==> config.mk <==
export PLATFORM = sky130hd
export DESIGN_NAME = intersection_arbiter
export DESIGN_NICKNAME = d
export VERILOG_FILES = /design/src/rtl/intersection_arbiter.sv
export SDC_FILE = /design/constraint.sdc
export NUM_CORES = 1
export LEC_CHECK = 0
export ABC_CLOCK_PERIOD_IN_PS = 3450
export CAP_MARGIN = 5
export CORE_ASPECT_RATIO = 1.5
export CORE_UTILIZATION = 40
export DETAILED_ROUTE_END_ITERATION = 7
export PLACE_DENSITY = 0.69
export SLEW_MARGIN = 20
export SYNTH_ARGS = -nofsm -noshare
export SYNTH_HDL_FRONTEND = slang
export SYNTH_SLANG_ARGS = --single-unit
==> constraint.sdc <==
create_clock -name clk -period 3.45 [get_ports clk]
set_clock_uncertainty 0.2 [all_clocks]
set_input_delay 0.8625 -clock clk [delete_from_list [all_inputs] [get_ports clk]]
set_output_delay 0.8625 -clock clk [all_outputs]
set_load 0.02 [all_outputs]
==> src/rtl/intersection_arbiter.sv <==
// Four-way traffic light arbiter: round-robin green grant with min/max green, yellow and all-red clearance.
// All outputs registered; the phase, owner and lights change on the same edge.
module intersection_arbiter #(
    parameter int MIN_GREEN = 8,
    parameter int MAX_GREEN = 32,
    parameter int YELLOW    = 4,
    parameter int ALL_RED   = 2
) (
    input  logic        clk,
    input  logic        rst,
    input  logic [3:0]  req,
    output logic [11:0] lights,
    output logic [1:0]  owner,
    output logic [1:0]  phase
);

    typedef enum logic [1:0] {
        S_IDLE    = 2'd0,
        S_GREEN   = 2'd1,
        S_YELLOW  = 2'd2,
        S_ALL_RED = 2'd3
    } state_t;

    localparam int CW = $clog2(MAX_GREEN + YELLOW + ALL_RED + 1);
    localparam logic [CW-1:0] C_MIN = CW'(MIN_GREEN - 1);
    localparam logic [CW-1:0] C_MAX = CW'(MAX_GREEN - 1);
    localparam logic [CW-1:0] C_YEL = CW'(YELLOW - 1);
    localparam logic [CW-1:0] C_AR  = CW'(ALL_RED - 1);
    localparam logic [11:0]   LIGHTS_ALL_RED = 12'h249;

    state_t          r_state;
    logic [1:0]      r_owner;
    logic [CW-1:0]   r_cnt;
    logic [11:0]     r_lights;

    state_t          w_next_state;
    logic [1:0]      w_next_owner;
    logic [1:0]      w_rr_owner;
    logic [3:0]      w_owner_mask;
    logic            w_others;
    logic            w_any_req;

    // Search owner+1 first; the loop runs from lowest to highest priority so the last hit wins.
    function automatic logic [1:0] rr_pick(input logic [1:0] cur, input logic [3:0] r);
        logic [1:0] pick;
        logic [1:0] idx;
        pick = cur;
        for (int k = 4; k >= 1; k--) begin
            idx = cur + 2'(k);
            if (r[idx]) begin
                pick = idx;
            end
        end
        return pick;
    endfunction

    function automatic logic [11:0] lights_for(input state_t s, input logic [1:0] o);
        logic [11:0] l;
        l = LIGHTS_ALL_RED;
        for (int i = 0; i < 4; i++) begin
            if (2'(i) == o) begin
                if (s == S_GREEN) begin
                    l[3*i +: 3] = 3'b100;
                end else if (s == S_YELLOW) begin
                    l[3*i +: 3] = 3'b010;
                end
            end
        end
        return l;
    endfunction

    assign w_owner_mask = 4'b0001 << r_owner;
    assign w_others     = |(req & ~w_owner_mask);
    assign w_any_req    = |req;
    assign w_rr_owner   = rr_pick(r_owner, req);

    always_comb begin
        w_next_state = r_state;
        w_next_owner = r_owner;
        case (r_state)
            S_IDLE: begin
                if (w_any_req) begin
                    w_next_state = S_GREEN;
                    w_next_owner = w_rr_owner;
                end
            end
            S_GREEN: begin
                if (w_others && ((!req[r_owner] && (r_cnt >= C_MIN)) || (r_cnt == C_MAX))) begin
                    w_next_state = S_YELLOW;
                end
            end
            S_YELLOW: begin
                if (r_cnt == C_YEL) begin
                    w_next_state = S_ALL_RED;
                end
            end
            S_ALL_RED: begin
                if (r_cnt == C_AR) begin
                    if (w_any_req) begin
                        w_next_state = S_GREEN;
                        w_next_owner = w_rr_owner;
                    end else begin
                        w_next_state = S_IDLE;
                    end
                end
            end
            default: begin
                w_next_state = S_IDLE;
            end
        endcase
    end

    // Lights are derived from the next state so they land on the same edge as phase and owner.
    always_ff @(posedge clk or posedge rst) begin
        if (rst) begin
            r_state  <= S_IDLE;
            r_owner  <= 2'd3;
            r_cnt    <= '0;
            r_lights <= LIGHTS_ALL_RED;
        end else begin
            r_state  <= w_next_state;
            r_owner  <= w_next_owner;
            r_lights <= lights_for(w_next_state, w_next_owner);
            if (w_next_state != r_state) begin
                r_cnt <= '0;
            end else if (r_cnt != C_MAX) begin
                r_cnt <= r_cnt + 1'b1;
            end
        end
    end

    assign lights = r_lights;
    assign owner  = r_owner;
    assign phase  = r_state;

endmodule
Word-level counts from Yosys, hierarchy flattened. Cells that the tools add are included.

Equality and inequality tests: 13. Add/sub/neg operators: 4. Divide/modulo/power cells: 0. Shift-type cells: 1. Muxes and demuxes: 28. Bitwise operators: 2. Reduce and logical (&&, ||, !) cells: 9. Multiply operators: 0. Order comparisons: 5.

Operator list (number): 2-bit 2-to-1 mux (10); 3-bit 2-to-1 mux (5); 2-bit by 3-bit less-than comparator with 1-bit output, second input constant (4); 6-bit 2-to-1 mux (2); 1-bit binary-select mux with 2-bit select (4); 2-bit one-hot mux with 4 select lines (1); 4-bit OR reduction (2); 6-bit by 1-bit adder with 6-bit output, second input constant (1); 2-bit equality test, second input constant (3); 6-bit by 1-bit equality test with 1-bit output, second input constant (1); 6-bit by 2-bit equality test with 1-bit output, second input constant (1); 6-bit by 5-bit equality test with 1-bit output, second input constant (1); 6-bit by 3-bit >= comparator with 1-bit output, second input constant (1); 6-bit by 5-bit != test with 1-bit output, second input constant (1); 1-bit 2-to-1 mux (5); 2-bit adder, second input constant (2); 4-bit AND (1); 2-bit by 1-bit equality test with 1-bit output, second input constant (2); 2-bit equality test, first input constant (2); 2-bit zero test (2); 4-bit inverter (1); 2-bit one-hot mux with 2 select lines (1); 1-bit by 2-bit left shift with 4-bit output, first input constant (1); 2-bit by 1-bit adder with 2-bit output, second input constant (1); other kinds (6) (7).

Bits of input ports: 6. Logic and storage cells: 66. Memory bits (read-only): 0. Register bits: 22. Output and inout bits: 16. Memories: 0. Memory bits (writable): 0. Bits in latches: 0.

Longest topological paths before layout. Gate-level depths: netlist of the first run.

Depth after elaboration: 12. Mapped depth: 9. Depth with buffers taken out: 9.

Worst setup path before layout of the first run. OpenSTA, ideal clock, no wires.

Path kind: input -> register. Start point: in req[1]. End point: reg r_lights[3], in the netlist lights[3]. Path buffers: 1. Arrival: 2298 ps. Stages: 7. Slack: 859 ps. Path through: buf_2 > mux4_2 > o31ai_2 > a31oi_4 > a211oi_4 > xnor2_2 > nand3_1.

Longest elaborated chain between the ends: 12.

RTL lines: from (decl) (RTL line 11) `input logic [3:0] req,`; 1-bit binary-select mux with 2-bit select (RTL line 88) `if (w_others && ((!req[r_owner] && (r_cnt >= C_MIN)) || (r_cnt == C_MAX))) begin`; 1-bit 2-to-1 mux (implied by the code) (RTL line 88); 1-bit zero test (RTL line 88); 1-bit logical AND (RTL line 88); 1-bit logical OR (RTL line 88); 1-bit logical AND (RTL line 88); 2-bit 2-to-1 mux (RTL line 88); 2-bit one-hot mux with 4 select lines (RTL line 80) `case (r_state)`; 2-bit equality test (RTL line 64) `end else if (s == S_YELLOW) begin`; 2-bit 2-to-1 mux (RTL line 64); 3-bit 2-to-1 mux (RTL line 62) `if (s == S_GREEN) begin`; 3-bit 2-to-1 mux * (RTL line 61) `if (2'(i) == o) begin`; to (signal assigned) (RTL line 123) `r_lights <= lights_for(w_next_state, w_next_owner);`; to (decl) (RTL line 34) `logic [11:0] r_lights;`.

Mark *: on every way between the ends. The rest lies on a longest branch, timed or not. The select of a mux whose other input is x is not followed. A chain may end at the register's enable or synchronous reset.

Worst setup path after layout of the first run.
Start point: in req[3]. End point: reg r_lights[3], in the netlist lights[3].

Same word-level chain as after synthesis.

==> qor.csv, run 1 <==
stage,metric,value,unit
synth,Post-synth top flop,dfrtp_1,
sta,final worst-path cycle share,85.4,%
synth,post-synthesis sequential area ratio,37.4,%
drt,DR DRC count,0,
grt,global route overflow,0,
drt,Top Layer Used,met4,
layout,antenna cells,0,
setup_path,critical path capture point type,register,
clock_network,post-CTS setup buffer count,0,
synth,"EDFF count, synth",0,
clock_network,CTS Buf Count,3,
grt,largest net degree at the start of global routing,23,
clock_network,Max clock buf depth,2,
clock_network,post-CTS resize count,0,
floorplan,Starting Density,42.8,%
clock_network,hold buffers post-CTS,0,
synth,Synth Instances,155,
floorplan,die area,3980,sq um
placement,port bufs,21,
placement,placed cells,213,
setup_path,"slowest stage delay, CP",0.57,ns
synth,most numerous cell in the Yosys netlist,nor2_1,
min_path,worst min path class,reg -> reg,
status,outcome,completed,
layout,fraction of layout instances using a drive strength above 1,16.6,%
min_path,Hold EP,r_cnt[1]$_DFFE_PP0P_,
clock_network,CTS tree,built,
setup_path,crit path DAT,2.92,ns
drt,WL met2,1510,microns
setup_path,CP startpoint kind,input pin,
clock_network,Num Clock Sinks,22,
run,MaxCap Viol Count,0,
drt,routed vias/inst,5.55,
synth,mapped cell area,1490,sq um
sta,Final Hold Violating Endpoints,0,
drt,final WL,3130,microns
drt,Post-DRT Antenna Nets,0,
setup_path,Critical Path Fanout Max,10,
synth,Synth Area per Inst,9.62,sq um
clock_network,Root Driver,clkbuf_8,
sta,FMAX,340,MHz
floorplan,Die H,76.8,microns
placement,dpl ws,0.238,ns
drt,initial detailed-routing violation count,37,
setup_path,critical path class,in -> reg,
floorplan,core area,3480,sq um
synth,"top cells by count, synth","nor2_1 (21), dfrtp_1 (16), nand2_1 (13)",
setup_path,worst reg2reg path depth,8,
setup_path,"Req. time, crit path",3.42,ns
sta,Slew Limit Fails,0,
clock_network,H-tree depth,1,
setup_path,launch point of the worst path,req[3],
power_and_ir_drop,Leak,0.753,nW
drt,met1 WL,1410,microns
synth,Post-Syn Nets,171,
clock_network,Worst-path clk slew,0.08,ns
layout,final cell count without fillers,217,
grt,initial antenna violation count,0,
placement,post-DP HPWL,2340,microns
floorplan,I/O Pins,22,
synth,Yosys cell types,48,
sta,Setup WS post-layout,0.505,ns
synth,Async SR Flop Fraction,100,%
setup_path,flop-to-flop setup slack,0.84,ns
setup_path,Reg2Reg Capture Point,lights[0]$_DFF_PP1_,
grt,Total Routing Usage GR,17.7,%
drt,router iterations before antenna repair,4,
layout,final net count,192,
floorplan,chip width,51.9,microns
drt,DR WL met3,104,microns
synth,area share of the largest cell type after synthesis,26.8,%
sta,Setup Viol. Count Final,0,
sta,Final Critical Period,2.95,ns
layout,P&R area growth vs syn,20.3,%
min_path,hold path startpoint,r_cnt[1]$_DFFE_PP0P_,
sta,Slew headroom,46.3,%
synth,synth top area cells,"dfrtp_1 (27%), dfstp_2 (11%), ha_1 (8.4%), nor2_1 (5.3%), nand2_1 (3.3%)",
setup_path,critical path's slowest cell,clkdlybuf4s50_1,
drt,overall via count from detail_route,1205,
placement,Final GP Congestion,0.934,
sta,Sum Neg Setup Slack,0,ns
sta,RSZ-0062 raised after global routing,no,
power_and_ir_drop,worst vdd ir,0.571,mV
drt,WL/cell,14.4,microns
sta,slew of the pin with the lowest slew margin,0.805,ns
grt,vias in the first global route,1179,
synth,Ys Warns,0,
floorplan,Rows,26,
min_path,Hold Path Depth,2,
synth,Synth Register Bits,22,
clock_network,worst skew pair latency,0.25,ns
setup_path,reg2reg start,owner[0]$_DFF_PP1_,
grt,first-pass GRT wire length,5460,microns
synth,largest area contributor in the netlist,dfrtp_1,
setup_path,cells along the critical path,clkdlybuf4s50_1 -> mux4_2 -> o31ai_2 -> a31oi_4 -> a211oi_4 -> xnor2_2 -> nand3_1,
power_and_ir_drop,PwrDens,811,nW/um^2
[critical path, delay by kind of cell]
family          cells  cell delay, ns
xor+xnor            1            0.19
simple gates        1            0.11
buf+inv             1            0.57
compound gates      3            0.63
mux                 1            0.54
[sequential cells by signal, summed over array words and instances (netlist names)]
register and cells:
lights 12, owner 2, phase 2, r_cnt 6
[cell families (layout without fill, tap and decap cells)]
family          Yosys count  count (layout)  synth area share [%]
simple gates             65              65                  22.2
compound gates           33              33                  19.2
flops                    22              22                  37.4
buf+inv                  17              37                  5.12
fa+ha+maj                10              10                  8.39
mux                       6               6                  5.96
xor+xnor                  2               2                  1.68
[worst max path at each step]
stage                           to  slack, ns  cells after the start
2_1_floorplan  lights[3]$_DFF_PP1_       0.86                      7
3_3_place_gp   lights[5]$_DFF_PP0_       0.26                      7
3_5_place_dp   lights[5]$_DFF_PP0_       0.24                      7
4_1_cts        lights[5]$_DFF_PP0_       0.49                      7
5_1_grt        lights[7]$_DFF_PP0_       0.35                      7
6_report       lights[3]$_DFF_PP1_       0.50                      7
[cell type report]
| cell class | count | area (sq um) |
|---|---|---|
| Fill cell | 309 | 1690 |
| Sequential cell | 22 | 558 |
| Timing Repair Buffer | 21 | 210 |
| Inverter | 12 | 45.0 |
| Clock buffer | 3 | 41.3 |
| Clock inverter | 1 | 30.0 |
| Multi-Input combinational cell | 116 | 857 |
| Tap cell | 42 | 52.6 |
[metal layers]
metal / GRT usage (%) / vias up
met5: 0 / -
met4: 8.92 / 0
met3: 1.98 / 10
met2: 27.3 / 29
met1: 23.9 / 572
li1: - / 594
[power by group]
group	switching, mW	total, mW	internal, mW
sequential	0.0926	0.440	0.348
clock	0.0770	0.232	0.155
combinational	0.441	0.783	0.342
[through the flow]
stage / utilization, % / power (mW) / hold WS, ns / area (sq um)
floorplan: - / 1.01 / 0.320 / 1490
CTS: 51.5 / 1.46 / 0.397 / 1790
global route: 51.5 / 1.57 / 0.422 / 1790
finish: 51.5 / 1.46 / 0.397 / 1790
detailed placement: 49.5 / 1.22 / 0.379 / 1720
global placement: 49.5 / 1.20 / 0.339 / 1720
[cells in the final DEF, fill, tap and decap left out, drive strengths merged, types with 2 or more instances in the layout]
cell type,instances
nor2,21
clkdlybuf4s50,21
dfrtp,16
nand2,13
inv,12
ha,10
nor3,8
o21ai,8
dfstp,6
nand2b,5
nand3,5
a21oi,4
mux2,3
clkbuf,3
a211oi,3
or4,2
mux4,2
a21bo,2
nand4,2
a221oi,2
nand3b,2
a22oi,2
a31oi,2
No activity file was read; power rests on OpenSTA's default activity.
==> run 2: changes to the inputs <==
Settings changed: CORE_UTILIZATION 40 to 54, PLACE_DENSITY 0.69 to 0.87, SLEW_MARGIN 20 to default.
==> run 2 against run 1 <==
  * Sequential share of layout area increased by 0.11 points
  * Maximum frequency is 0.66% lower
  * Clock-buffer cell count unchanged
  * Design area down 0.35%
  * First-iteration DRC count shrank 22%
  * Wire length decreased by 0.64%
  * Via count up 4.1%
  * Die area down 25%
  * Global-route usage grew 5.8 points
  * Sequential power shrank 1%
  * Critical path type unchanged
==> qor.csv, run 2 (same netlist as run 1, synthesis figures left out) <==
stage,metric,value,unit,change
grt,initial antenna violation count,0,,unchanged
drt,DR WL met3,106,microns,+1.9%
run,MaxCap Viol Count,0,,unchanged
drt,final WL,3110,microns,-0.64%
placement,Final GP Congestion,0.954,,+2.1%
grt,vias in the first global route,1160,,-1.6%
clock_network,hold buffers post-CTS,0,,unchanged
layout,fraction of layout instances using a drive strength above 1,16.6,%,unchanged
sta,Sum Neg Setup Slack,0,ns,unchanged
drt,initial detailed-routing violation count,29,,-22%
clock_network,Root Driver,clkbuf_8,,
setup_path,"Req. time, crit path",3.43,ns,about the same
drt,met1 WL,1160,microns,-18%
setup_path,CP startpoint kind,input pin,,
drt,DR DRC count,0,,unchanged
clock_network,worst skew pair latency,0.25,ns,about the same
floorplan,Starting Density,56.3,%,+13 points
drt,Post-DRT Antenna Nets,0,,unchanged
sta,Setup Viol. Count Final,0,,unchanged
grt,Total Routing Usage GR,23.5,%,+5.8 points
drt,overall via count from detail_route,1255,,+4.1%
clock_network,Num Clock Sinks,22,,unchanged
floorplan,core area,2650,sq um,-24%
setup_path,Critical Path Fanout Max,10,,unchanged
placement,post-DP HPWL,2460,microns,+5.3%
clock_network,CTS tree,built,,
clock_network,H-tree depth,1,,unchanged
floorplan,Rows,23,,-12%
sta,Final Critical Period,2.96,ns,+0.0194 ns
power_and_ir_drop,Leak,0.753,nW,unchanged
setup_path,critical path capture point type,register,,
floorplan,chip width,44.9,microns,-13%
drt,WL/cell,14.7,microns,+1.7%
layout,number of flip-flops in the largest register,12,,unchanged
layout,antenna cells,0,,unchanged
sta,Final Hold Violating Endpoints,0,,unchanged
drt,Top Layer Used,met4,,
sta,RSZ-0062 raised after global routing,no,,
sta,Slew headroom,48.0,%,+1.7 points
layout,final net count,192,,unchanged
grt,global route overflow,0,,unchanged
grt,first-pass GRT wire length,5130,microns,-6.1%
min_path,worst min path class,reg -> reg,,
floorplan,Die H,66.4,microns,-14%
setup_path,crit path DAT,2.95,ns,+0.03 ns
clock_network,Worst-path clk slew,0.08,ns,about the same
sta,slew of the pin with the lowest slew margin,0.780,ns,-0.0256 ns
layout,P&R area growth vs syn,19.9,%,
layout,most frequent cells in the layout,"nor2_1 (21), clkdlybuf4s50_1 (21), dfrtp_1 (16)",,
power_and_ir_drop,worst vdd ir,0.697,mV,+22%
power_and_ir_drop,Tot Pwr,1.45,mW,-0.17%
clock_network,CTS Buf Count,3,,unchanged
setup_path,critical path class,in -> reg,,
status,outcome,completed,,
grt,largest net degree at the start of global routing,23,,unchanged
floorplan,die area,2980,sq um,-25%
drt,router iterations before antenna repair,4,,unchanged
clock_network,post-CTS setup buffer count,0,,unchanged
floorplan,I/O Pins,22,,unchanged
clock_network,post-CTS resize count,0,,unchanged
sta,Slew Limit Fails,0,,unchanged
layout,Util after Layout,67.5,%,+16 points
drt,WL met2,1750,microns,+16%
placement,port bufs,21,,unchanged
power_and_ir_drop,PwrDens,812,nW/um^2,+0.18%
clock_network,Max clock buf depth,2,,unchanged
sta,final worst-path cycle share,85.9,%,+0.56 points
sta,FMAX,337,MHz,-0.66%
drt,routed vias/inst,5.92,,+6.6%
[run 2: stage by stage]
step                instances  hold WS (ns)  instance area, sq um  worst slack (ns)
global route              212         0.428                  1790             0.373
CTS                       212         0.387                  1790             0.498
floorplan                 155         0.320                  1490             0.859
detailed placement        208         0.369                  1720             0.247
finish                    212         0.375                  1790             0.485
global placement          208         0.339                  1720             0.312
[run 2: worst max-delay path: stages]
cell	delay [ns]
clkdlybuf4s50_1	0.56
mux4_2	0.55
o31ai_2	0.13
a31oi_4	0.16
a211oi_4	0.37
xnor2_2	0.19
nand3_1	0.12
[run 2: area by class of cell]
cell class                      instances  area, sq um
Clock inverter                          1         30.0
Sequential cell                        22          558
Multi-Input combinational cell        116          857
Clock buffer                            3         41.3
Tap cell                               37         46.3
Timing Repair Buffer                   21          210
Inverter                               12         45.0
Fill cell                             224          860
[run 2: layer usage]
layer | vias to the layer above | global-route usage [%]
li1 | 597 | -
met1 | 615 | 26.0
met2 | 33 | 42.6
met3 | 10 | 2.19
met4 | 0 | 12.1
met5 | - | 0
[run 2: worst paths after layout]
check / from / endpoint / slack [ns] / cells after the start
setup / recovery: req[3] / lights[9]$_DFF_PP1_ / 0.49 / 7
hold / removal: r_cnt[1]$_DFFE_PP0P_ / r_cnt[1]$_DFFE_PP0P_ / 0.38 / 2
setup reg to reg: owner[0]$_DFF_PP1_ / lights[8]$_DFF_PP0_ / 0.87 / 8
hold reg to reg: r_cnt[1]$_DFFE_PP0P_ / r_cnt[1]$_DFFE_PP0P_ / 0.38 / 2
max in group asynchronous: rst / phase[1]$_DFF_PP0_ / 1.72 / 2
min in group asynchronous: rst / lights[11]$_DFF_PP0_ / 0.85 / 2
[run 2: power breakdown]
part | switching (mW) | internal [mW]
Sequential | 0.0880 | 0.347
Clock | 0.0780 | 0.155
Combinational | 0.443 | 0.342
==> run 3: changes to the inputs <==
Settings changed: GPL_TIMING_DRIVEN from default to 0.
==> run 3 against run 2 <==
  * Clock-buffer cell count did not move
  * Clock power barely moved
  * Wire length rose by 1.5%
  * Register-to-register slack got worse by 0.10 ns
  * Worst setup slack got worse by 0.024 ns
  * Sequential power fell by 4%
  * Via count rose by 0.72%
  * Combinational power rose by 4.7%
  * Critical path depth did not move
==> qor.csv, run 3 (same netlist as run 1, synthesis figures left out) <==
stage,metric,value,unit,change
sta,Min Hold Slack,0.380,ns,+0.00513 ns
grt,largest net degree at the start of global routing,23,,unchanged
setup_path,last element of the critical path,lights[4]$_DFF_PP0_,,
grt,Total Routing Usage GR,24.6,%,+1.1 points
power_and_ir_drop,Seq pwr share,28.3,%,-1.7 points
drt,WL/cell,14.7,microns,about the same
setup_path,critical path capture point type,register,,
power_and_ir_drop,Tot Pwr,1.47,mW,+1.4%
setup_path,Critical Path Fanout Max,9,,-1
floorplan,Rows,23,,unchanged
placement,port bufs,19,,-9.5%
power_and_ir_drop,Leak,0.769,nW,+2.1%
placement,post-DP HPWL,2440,microns,-1.1%
layout,Final Cell Area,1800,sq um,+0.63%
sta,final worst-path cycle share,86.6,%,+0.71 points
floorplan,Starting Density,56.3,%,unchanged
grt,Most Crowded Layer GR,met2,,
sta,Setup Viol. Count Final,0,,unchanged
placement,placed instance area,1730,sq um,+0.66%
power_and_ir_drop,P_sw,0.621,mW,+2.0%
setup_path,worst reg2reg path depth,9,,+1
floorplan,chip width,44.9,microns,unchanged
drt,overall via count from detail_route,1264,,+0.72%
setup_path,flop-to-flop setup slack,0.77,ns,-0.10 ns
sta,RSZ-0062 raised after global routing,no,,
clock_network,Max clock buf depth,2,,unchanged
floorplan,core area,2650,sq um,unchanged
layout,P&R area growth vs syn,20.6,%,
clock_network,Root Driver,clkbuf_8,,
layout,fraction of layout instances using a drive strength above 1,19.1,%,+2.5 points
clock_network,CTS Buf Count,3,,unchanged
floorplan,I/O Pins,22,,unchanged
drt,router iterations before antenna repair,4,,unchanged
sta,Slew Limit Fails,0,,unchanged
power_and_ir_drop,Logic pwr share,55.8,%,+1.8 points
run,MaxCap Viol Count,0,,unchanged
layout,final net count,195,,+1.6%
drt,final WL,3160,microns,+1.5%
setup_path,CP startpoint kind,input pin,,
grt,GR Util met3,1.91,%,-0.27 points
clock_network,Worst-path clk slew,0.07,ns,about the same
drt,routed vias/inst,5.88,,-0.69%
layout,antenna cells,0,,unchanged
grt,GR Util met2,45.4,%,+2.8 points
clock_network,hold buffers post-CTS,0,,unchanged
clock_network,H-tree depth,1,,unchanged
grt,initial antenna violation count,0,,unchanged
power_and_ir_drop,clock share of power,15.9,%,about the same
layout,most frequent cells in the layout,"nor2_1 (21), clkdlybuf4s50_1 (19), dfrtp_1 (16)",,
layout,"most common cell after layout, fill and taps aside",nor2_1,,
setup_path,crit path DAT,2.97,ns,+0.02 ns
clock_network,post-CTS setup buffer count,0,,unchanged
sta,slew of the pin with the lowest slew margin,0.761,ns,-0.0182 ns
drt,initial detailed-routing violation count,38,,+31%
clock_network,Num Clock Sinks,22,,unchanged
status,outcome,completed,,
power_and_ir_drop,worst vdd ir,0.586,mV,-16%
floorplan,Die H,66.4,microns,unchanged
power_and_ir_drop,PwrDens,818,nW/um^2,+0.73%
min_path,worst min path class,reg -> reg,,
setup_path,"Req. time, crit path",3.44,ns,about the same
grt,grt met1 use,25.8,%,-0.17 points
sta,Sum Neg Setup Slack,0,ns,unchanged
drt,DR DRC count,0,,unchanged
setup_path,launch point of the worst path,req[0],,
sta,Setup WS post-layout,0.461,ns,-0.0244 ns
clock_network,worst skew pair latency,0.26,ns,about the same
floorplan,die area,2980,sq um,unchanged
clock_network,CTS tree,built,,
setup_path,Reg2Reg Capture Point,lights[8]$_DFF_PP0_,,
setup_path,critical path class,in -> reg,,
sta,FMAX,335,MHz,-0.82%
placement,Final GP Congestion,0.826,,-13%
power_and_ir_drop,switching share of power,42.2,%,+0.26 points
grt,first-pass GRT wire length,5310,microns,+3.4%
grt,vias in the first global route,1251,,+7.8%
clock_network,post-CTS resize count,0,,unchanged
setup_path,reg2reg start,owner[0]$_DFF_PP1_,,
sta,Final Hold Violating Endpoints,0,,unchanged
layout,number of flip-flops in the largest register,12,,unchanged
drt,Post-DRT Antenna Nets,0,,unchanged
sta,Slew headroom,49.2,%,+1.2 points
grt,global route overflow,0,,unchanged
power_and_ir_drop,internal power,0.852,mW,+0.91%
placement,dpl ws,0.205,ns,-0.0421 ns
sta,Final Critical Period,2.99,ns,+0.0244 ns
run 3: area by class of cell:
class                           instances  area [sq um]
Inverter                               12          45.0
Timing Repair Buffer                   19           190
Multi-Input combinational cell        116           857
Sequential cell                        22           558
Clock buffer                            3          41.3
Buffer                                  5          31.3
Clock inverter                          1          30.0
Tap cell                               37          46.3
Fill cell                             219           848
run 3: worst min-delay path by stage:
stage,to,cells after the start,start
floorplan,r_cnt[1]$_DFFE_PP0P_,2,r_cnt[1]$_DFFE_PP0P_
global placement,r_cnt[1]$_DFFE_PP0P_,2,r_cnt[1]$_DFFE_PP0P_
detailed placement,r_cnt[1]$_DFFE_PP0P_,2,r_cnt[1]$_DFFE_PP0P_
CTS,r_cnt[1]$_DFFE_PP0P_,2,r_cnt[1]$_DFFE_PP0P_
global route,r_cnt[1]$_DFFE_PP0P_,2,r_cnt[1]$_DFFE_PP0P_
finish,r_cnt[1]$_DFFE_PP0P_,2,r_cnt[1]$_DFFE_PP0P_
run 3: power by group through the flow:
| stage | clock (mW) | combinational, mW | sequential (mW) |
|---|---|---|---|
| after global routing | 0.248 | 0.905 | 0.429 |
| after detailed placement | 0 | 0.816 | 0.421 |
| after CTS | 0.238 | 0.824 | 0.418 |
| after floorplan | 0 | 0.539 | 0.468 |
| final | 0.234 | 0.822 | 0.417 |
| after global placement | 0 | 0.772 | 0.417 |
run 3: per-stage QoR:
stage	util [%]	std cells
after global placement	65.3	211
after detailed placement	65.3	211
after global routing	68.0	215
after floorplan	-	155
after CTS	68.0	215
final	68.0	215
run 3: per-layer routing:
metal / part of all wire [%] / up-vias
met1: 38 / 622
met4: 3.2 / 0
met5: 0 / -
met3: 2.4 / 9
li1: - / 598
met2: 57 / 35
run 3: worst max-delay path, stage by stage:
cell and delay [ns]:
clkdlybuf4s50_1 0.56, mux4_2 0.56, o31ai_2 0.14, a311oi_1 0.18
nor3_2 0.34, nand2_1 0.18, nor2_1 0.15
